<file path="config.mk">
export PLATFORM = sky130hd
export DESIGN_NAME = fixed_point_divider
export DESIGN_NICKNAME = d
export VERILOG_FILES = /design/src/rtl/fixed_point_divider.sv
export SDC_FILE = /design/constraint.sdc
export NUM_CORES = 1
export LEC_CHECK = 0
export ABC_CLOCK_PERIOD_IN_PS = 2800
export BUFFER_PORTS_ARGS = -buffer_cell sky130_fd_sc_hd__buf_2
export CORE_MARGIN = 1
export CORE_UTILIZATION = 60
export CTS_CLUSTER_DIAMETER = 60
export CTS_CLUSTER_SIZE = 8
export DETAILED_ROUTE_END_ITERATION = 12
export PLACE_DENSITY_LB_ADDON = 0.1
export SLEW_MARGIN = 20
export SYNTH_ARGS = -nofsm -noshare
export SYNTH_HDL_FRONTEND = slang
export SYNTH_SLANG_ARGS = --single-unit
</file>
<file path="constraint.sdc">
create_clock -name clk -period 2.8 [get_ports clk]
set_clock_uncertainty 0.15 [all_clocks]
set_input_delay 0.14 -clock clk [delete_from_list [all_inputs] [get_ports clk]]
set_output_delay 0.14 -clock clk [all_outputs]
set_load 0.005 [all_outputs]
</file>
<file path="src/rtl/fixed_point_divider.sv">
// Sequential signed fixed-point divider: quotient = (dividend << FRAC) / divisor.
// Restoring division on magnitudes, one quotient bit per cycle, then sign fix-up and saturation.
module fixed_point_divider #(
    parameter int unsigned N    = 16,
    parameter int unsigned FRAC = 10
) (
    input  logic         clk,
    input  logic         reset,
    input  logic         start,
    input  logic [N-1:0] dividend,
    input  logic [N-1:0] divisor,
    output logic [N-1:0] quotient,
    output logic         busy,
    output logic         finish,
    output logic         overflow,
    output logic         div_by_zero
);

    localparam int unsigned NW = N + FRAC;
    localparam int unsigned MW = N + 1;
    localparam int unsigned CW = $clog2(NW + 1);

    localparam logic [NW-1:0] MAG_POS = {{(FRAC + 1){1'b0}}, {(N - 1){1'b1}}};
    localparam logic [NW-1:0] MAG_NEG = MAG_POS + NW'(1);
    localparam logic [N-1:0]  SAT_POS = {1'b0, {(N - 1){1'b1}}};
    localparam logic [N-1:0]  SAT_NEG = {1'b1, {(N - 1){1'b0}}};

    typedef enum logic [1:0] {IDLE, DIVIDE, FIX, DONE} state_t;

    state_t          state;
    logic [NW-1:0]   num;
    logic [NW-1:0]   q;
    logic [MW-1:0]   rem;
    logic [MW-1:0]   dmag;
    logic [CW-1:0]   count;
    logic            neg;
    logic            dvd_neg;

    logic [MW-1:0]   dvd_ext_c;
    logic [MW-1:0]   dvs_ext_c;
    logic [MW-1:0]   dvd_mag_c;
    logic [MW-1:0]   dvs_mag_c;
    logic [MW-1:0]   rem_shift_c;
    logic [MW-1:0]   rem_next_c;
    logic            qbit_c;

    // Operand magnitudes in N+1 bits so the most negative value does not wrap
    always_comb begin
        dvd_ext_c = {dividend[N-1], dividend};
        dvs_ext_c = {divisor[N-1], divisor};
        dvd_mag_c = dvd_ext_c[MW-1] ? (~dvd_ext_c + MW'(1)) : dvd_ext_c;
        dvs_mag_c = dvs_ext_c[MW-1] ? (~dvs_ext_c + MW'(1)) : dvs_ext_c;
    end

    // One restoring step: remainder never exceeds the divisor magnitude, so its MSB is free
    always_comb begin
        rem_shift_c = {rem[MW-2:0], num[NW-1]};
        qbit_c      = (rem_shift_c >= dmag);
        rem_next_c  = qbit_c ? (rem_shift_c - dmag) : rem_shift_c;
    end

    always_ff @(posedge clk) begin
        if (!reset) begin
            state       <= IDLE;
            num         <= '0;
            q           <= '0;
            rem         <= '0;
            dmag        <= '0;
            count       <= '0;
            neg         <= 1'b0;
            dvd_neg     <= 1'b0;
            quotient    <= '0;
            busy        <= 1'b0;
            finish      <= 1'b0;
            overflow    <= 1'b0;
            div_by_zero <= 1'b0;
        end else begin
            case (state)
                IDLE, DONE: begin
                    if (start) begin
                        num         <= NW'(dvd_mag_c) << FRAC;
                        q           <= '0;
                        rem         <= '0;
                        dmag        <= dvs_mag_c;
                        count       <= '0;
                        neg         <= dividend[N-1] ^ divisor[N-1];
                        dvd_neg     <= dividend[N-1];
                        busy        <= 1'b1;
                        finish      <= 1'b0;
                        overflow    <= 1'b0;
                        div_by_zero <= (divisor == '0);
                        state       <= (divisor == '0) ? FIX : DIVIDE;
                    end
                end
                DIVIDE: begin
                    num   <= num << 1;
                    rem   <= rem_next_c;
                    q     <= {q[NW-2:0], qbit_c};
                    count <= count + CW'(1);
                    if (count == CW'(NW - 1)) begin
                        state <= FIX;
                    end
                end
                FIX: begin
                    if (div_by_zero) begin
                        quotient <= dvd_neg ? SAT_NEG : SAT_POS;
                        overflow <= 1'b0;
                    end else if (!neg && q > MAG_POS) begin
                        quotient <= SAT_POS;
                        overflow <= 1'b1;
                    end else if (neg && q > MAG_NEG) begin
                        quotient <= SAT_NEG;
                        overflow <= 1'b1;
                    end else begin
                        quotient <= neg ? (~q[N-1:0] + N'(1)) : q[N-1:0];
                        overflow <= 1'b0;
                    end
                    busy   <= 1'b0;
                    finish <= 1'b1;
                    state  <= DONE;
                end
                default: state <= IDLE;
            endcase
        end
    end

endmodule

</file>
# Word level (Yosys, flattened, before mapping)
# Cells that the tools add are included.
word_totals:
  output_inout_bits: 20
  in_bits: 35
  ff_bits: 114
  elab_cells: 71
classes:
  bitwise: 4
  mux: 28
  addsub: 5
  n_eq_ne: 6
  magnitude_cmp: 3
  reduce_logical: 12
op_table:
  columns: ["op", "count"]
  rows:
  - ["2-to-1 mux 16 bit", 8]
  - ["case mux 26 bit (2 select lines)", 2]
  - ["2-to-1 mux 26 bit", 2]
  - ["adder 16 x 1 -> 16 bit (second input constant)", 2]
  - ["inverter 16 bit", 2]
  - ["case mux 16 bit (2 select lines)", 1]
  - ["greater-than comparator 26 x 15 -> 1 bit (second input constant)", 1]
  - ["greater-than comparator 26 x 16 -> 1 bit (second input constant)", 1]
  - ["adder 17 x 1 -> 17 bit (second input constant)", 1]
  - ["greater-or-equal comparator 17 bit", 1]
  - ["2-to-1 mux 17 bit", 1]
  - ["inverter 17 bit", 1]
  - ["zero test 16 bit", 1]
  - ["subtractor 16 bit", 1]
  - ["case mux 5 bit (2 select lines)", 1]
  - ["AND reduction 2 bit", 4]
  - ["2-to-1 mux 2 bit", 3]
  - ["case mux 1 bit (2 select lines)", 3]
  - ["case mux 2 bit (3 select lines)", 1]
  - ["adder 5 x 1 -> 5 bit (second input constant)", 1]
  - ["== test 5 bit (second input constant)", 1]
  - ["2-to-1 mux 1 bit", 5]
  - ["2-to-1 mux 5 bit", 1]
  - ["== test 2 bit (second input constant)", 2]
  - ["other kinds (8)", 11]

# Logic depth before layout (Yosys ltp)
depth:
  word_depth: 6
  mapped_depth: 11
  mapped_depth_nobuf: 9

# Worst setup path before layout
# Ideal clock, no wire load.
synth_path:
  kind: "flip-flop to flip-flop"
  startpoint: "register dmag[12]"
  endpoint: "register rem[14]"
  n_path_buf: 3
  setup_slack_ps: 324
  path_stages_with_launch: 12
  arrival_time_ps: 2200
  setup_time_ps: 126
  cell_sequence: "dfxtp_1 -> inv_1 -> ha_1 -> clkbuf_1 -> a21oi_1 -> o22ai_1 -> o32ai_1 -> a31oi_1 -> buf_2 -> buf_2 -> a2bb2oi_1 -> o21ai_0"
synth_via:
  elab_chain_cells: 3
  elab_cells_between_ends: 4
  classes_between: "1 x add/sub; 1 x order compare; 2 x mux"
synth_rtl:
  columns: ["element", "line_no", "text"]
  rows:
  - ["from (decl)", "34", "logic [MW-1:0] dmag;"]
  - ["from (signal assigned)", "84", "dmag <= dvs_mag_c;"]
  - ["subtractor 16 bit or greater-or-equal comparator 17 bit (tied branches)", "59, 58", null]
  - ["2-to-1 mux 16 bit (*)", "59", "rem_next_c = qbit_c ? (rem_shift_c - dmag) : rem_shift_c;"]
  - ["case mux 16 bit (2 select lines) (*)", "78", "case (state)"]
  - ["to (signal assigned)", "97", "rem <= rem_next_c;"]
  - ["to (decl)", "33", "logic [MW-1:0] rem;"]
# Mark *: on every way between the ends. The rest lies on a longest branch, timed or not.
# A chain may end at the register's enable or synchronous reset.

# Worst setup path after layout
layout_path:
  startpoint: "input port divisor[0]"
  endpoint: "register state[0]"
layout_via:
  elab_chain_cells: 4
layout_rtl:
  columns: ["element", "line_no", "text"]
  rows:
  - ["from (decl)", "11", "input logic [N-1:0] divisor,"]
  - ["zero test 16 bit", "92", "state <= (divisor == '0) ? FIX : DIVIDE;"]
  - ["2-to-1 mux 2 bit", "92", null]
  - ["2-to-1 mux 2 bit", "80", "if (start) begin"]
  - ["case mux 2 bit (3 select lines)", "78", null]
  - ["to (signal assigned)", "92", null]
  - ["to (decl)", "30", "state_t state;"]
# Every way passes these cells. The select of a mux whose other input is x is not followed.

==> results list <==
- IR analysis of the VDD net gives a maximum drop of 0.359 mV.
- The wire-length estimate of the detail-placed layout is 10800 um.
* Maximum buffer depth of the clock tree: 2
* Yosys warnings: 0
* Portion of synthesized cell area occupied by the leading cell type: 34.8%
* Simple-gate portion of the synthesized area: 19.3%
- The number of nets handed over by synthesis was 819.
- Of the cells placed in the final design, the portion with a size suffix greater than 1 is 13.8%.
- Category of the critical setup timing path: in2reg
- Dividing the synthesized area by the synthesized cell count gives 7.89 um2.
* Worst-path clk slew: 0.10 ns
- Total design power: 5.73 mW
- The library cell used most frequently in the layout, excluding fill and tap cells, is sky130_fd_sc_hd__dfxtp_1.
* Initial Utilization: 61.6%
- The total area inside the core boundary comes to 0.00973 mm2.
* Final Hold Violating Endpoints: 0
* Status: completed
- Deepest level of the CTS H-tree: 3
- RSZ-0062 raised after global routing: no
- At the worst endpoint, the arrival time is 2.81 ns.
- For hold timing, the worst endpoint is dmag[5].
- In the synthesized netlist the dominant register cell turns out to be sky130_fd_sc_hd__dfxtp_1.
* Global route total overflow: 0
- In the routed design, unresolved DRC markers number 0.
* Floorplan die area: 0.0104 mm2
* Pin count of the biggest net entering global routing: 34
* Routed Wire Length: 14700 um
- At the end of routability-driven placement, the weighted congestion stood at 0.927.
- In the layout the commonest cells are sky130_fd_sc_hd__dfxtp_1, sky130_fd_sc_hd__nor2_1, sky130_fd_sc_hd__nand2_1, sky130_fd_sc_hd__o21ai_0, sky130_fd_sc_hd__buf_2.
* Min-Delay Startpoint: divisor[5]
* Height of the die: 102 um
- Library cell occupying the most area in the post-synthesis netlist: sky130_fd_sc_hd__dfxtp_1
- Summed over all cells, the static leakage comes to 2.63 nW.
- # diodes: 0
- Pwr/cell area: 851 mW/mm2
- For the pin with the worst max-slew slack, the measured transition is 0.527 ns.
- Synthesized area: 0.00599 mm2
- CP Max Fanout: 4
- Leading cell types by total area after synthesis: sky130_fd_sc_hd__dfxtp_1, sky130_fd_sc_hd__nor2_1, sky130_fd_sc_hd__o21ai_0
- The min-delay analysis places its worst path in the category in2reg.
- After synthesis, the share of flip-flops with an asynchronous set or reset is 0%.
* Wire length per cell: 15.5 um
- The synthesized netlist devotes 6.73% of its cell area to XOR and XNOR gates.
* R2r startpoint: dmag[12]
- The floorplan has 36 rows.
* Routed vias: 5697
* Clock period minus worst slack: 2.69 ns
* Clock Tree Root: sky130_fd_sc_hd__clkbuf_8
* Number of top-level pins: 55
* EDFF count, synth: 0
- DRT Pass-1 Iters: 6
- Worst-Skew Late Latency: 0.38 ns
- Fraction of the mapped netlist area in compound gates: 26.2%
- Crit share post-route: 96.2%
- Synthesis produced 759 cells.
- In the global route stage, overall resource usage came out at 29.3%.
* Share of synthesized area occupied by flip-flops and latches: 34.8%
* R2R Setup Slk: 0.20 ns
- Worst slew margin relative to its limit: 64.5%
- The first global-routing pass estimated 24200 um of wire.
- Fmax achieved: 371 MHz
- The max-slew violation total from the final report is 0.
- Signed area change from the synthesized netlist to the final layout: 12.3%
- Post-synth cell types: 62
- Synthesis inferred 104 register bits.
- By area, the combinational part of the netlist is dominated by compound AO/OA/AOI/OAI gates.
- The number of global-route vias before repair is 5229.
- Setup violations remaining at the end of the flow were counted as 0.
* Horizontal die dimension: 102 um
* Port bufs: 54
* Required time of the critical path: 2.92 ns
- Detailed Route Iter0 Violations: 316
- Post-synthesis adder-cell area fraction: 5.35%
- Number of vias per cell after detailed routing: 6.02
- The detail route stage leaves a number of antenna-violating nets equal to 0.
- Sum of negative setup slack: 0 ns
- The worst hold path passes through 3 cells.
- Across the run, the number of max-cap violations was 0.
- CTS tree: yes
* Initial antenna violation count: 0
- The number of clock buffers added by TritonCTS is 9.
- Clock tree synthesis found a total of 104 sinks.
- Share of cell area taken by muxes after synthesis: 1.71%
- Element type at the critical path end: register
* Depth of the worst register-to-register path: 9
- End of the worst register-to-register path: rem[5]
- At the end of the flow, the number of nets in the layout was 869.
- Critical path startpoint category: primary input
[critical path, stage by stage]
cell                            delay (ns)
sky130_fd_sc_hd__dlygate4sd3_1        0.54
sky130_fd_sc_hd__buf_2                0.15
sky130_fd_sc_hd__inv_1                0.07
sky130_fd_sc_hd__ha_1                 0.18
sky130_fd_sc_hd__or4b_2               0.66
sky130_fd_sc_hd__or4_4                0.48
sky130_fd_sc_hd__nor3b_2              0.26
sky130_fd_sc_hd__a21oi_1              0.11
sky130_fd_sc_hd__a21oi_1              0.17
sky130_fd_sc_hd__nor2_1               0.05
[cell usage after synthesis (all sizes together), types with 3 or more instances]
library cell	number
nand2	66
nand2b	8
xnor2	23
nor4	5
xor2	23
a31oi	7
clkbuf	40
ha	24
buf	7
or4	5
nor3	11
a211o	3
nor2	102
nor2b	5
nand3	13
a21oi	43
a222oi	13
o41ai	7
o211ai	6
and3	3
o21ai	64
dfxtp	104
and2	4
a21o	4
a22oi	28
a2bb2oi	6
inv	44
or3	5
o21a	3
a211oi	16
or2	4
nand4	7
nand4b	4
o31ai	13
mux2i	8
o22ai	6
[worst max-delay path by stage]
stage                          end  depth (start not counted)  slack [ns]        from
after floorplan            rem[14]                         11        0.32    dmag[12]
after global placement    state[0]                          9        0.27  divisor[0]
after detailed placement    rem[5]                          9        0.16     dmag[3]
after CTS                 state[0]                         10        0.05  divisor[0]
after global routing        rem[6]                          9        0.03     dmag[6]
final                     state[0]                         10        0.11  divisor[0]
[metrics by stage]
step	worst slack (ns)	util [%]	hold WS [ns]	std cells	area, um2
finish	0.106	69.2	0.0236	946	6730
global route	0.0334	69.2	0.0303	946	6730
CTS	0.0503	68.9	0.000203	945	6710
detailed placement	0.161	65.8	0.280	919	6400
global placement	0.274	65.8	0.275	919	6400
floorplan	0.324	-	0.126	759	5990
[state kept, by name, summed over array words and instances (netlist names)]
register     flops
overflow         1
dvd_neg          1
neg              1
dmag            17
q               26
div_by_zero      1
busy             1
quotient        16
count            5
finish           1
state            2
rem             16
num             16
[cell families (layout without fill, tap and decap cells)]
family | count (synthesis) | count (layout)
AOI/OAI and AO/OA | 234 | 234
xor gates and xnor gates | 46 | 46
adders and majority gates | 25 | 25
buffers and inverters | 91 | 145
DFF | 104 | 104
muxes | 10 | 10
and+or+nand+nor | 249 | 249
[per-layer routing]
metal  vias to the layer above  share of wire [%]  global-route usage [%]
li1                       2828                  -                       -
met1                      2666                 47                    39.6
met2                       176                 46                    47.8
met3                        27                5.4                    4.24
met4                         0                1.8                    10.9
met5                         -                  0                       0
[power breakdown]
group | internal, mW | switching [mW]
Clock | 0.422 | 0.554
Sequential | 1.72 | 0.163
Combinational | 1.15 | 1.72
Total | 3.29 | 2.43
[area by class of cell]
| cell class | instances | area [um2] |
|---|---|---|
| clock buffer | 9 | 124 |
| clock inverter | 6 | 73.8 |
| inverter | 44 | 165 |
| sequential | 104 | 2080 |
| multi-input combinational | 564 | 3580 |
| tap | 133 | 166 |
| fill | 858 | 3000 |
| timing repair buffer | 86 | 538 |
[what timing repair did]
| item | in CTS | in global routing |
|---|---|---|
| gates resized for setup | 0 | 3 |
| hold endpoints to repair | 11 | 0 |
| setup endpoints to repair | 0 | 7 |
| setup buffers | 0 | 1 |
| hold buffers | 11 | 0 |
No activity file was read; power rests on OpenSTA's default activity.
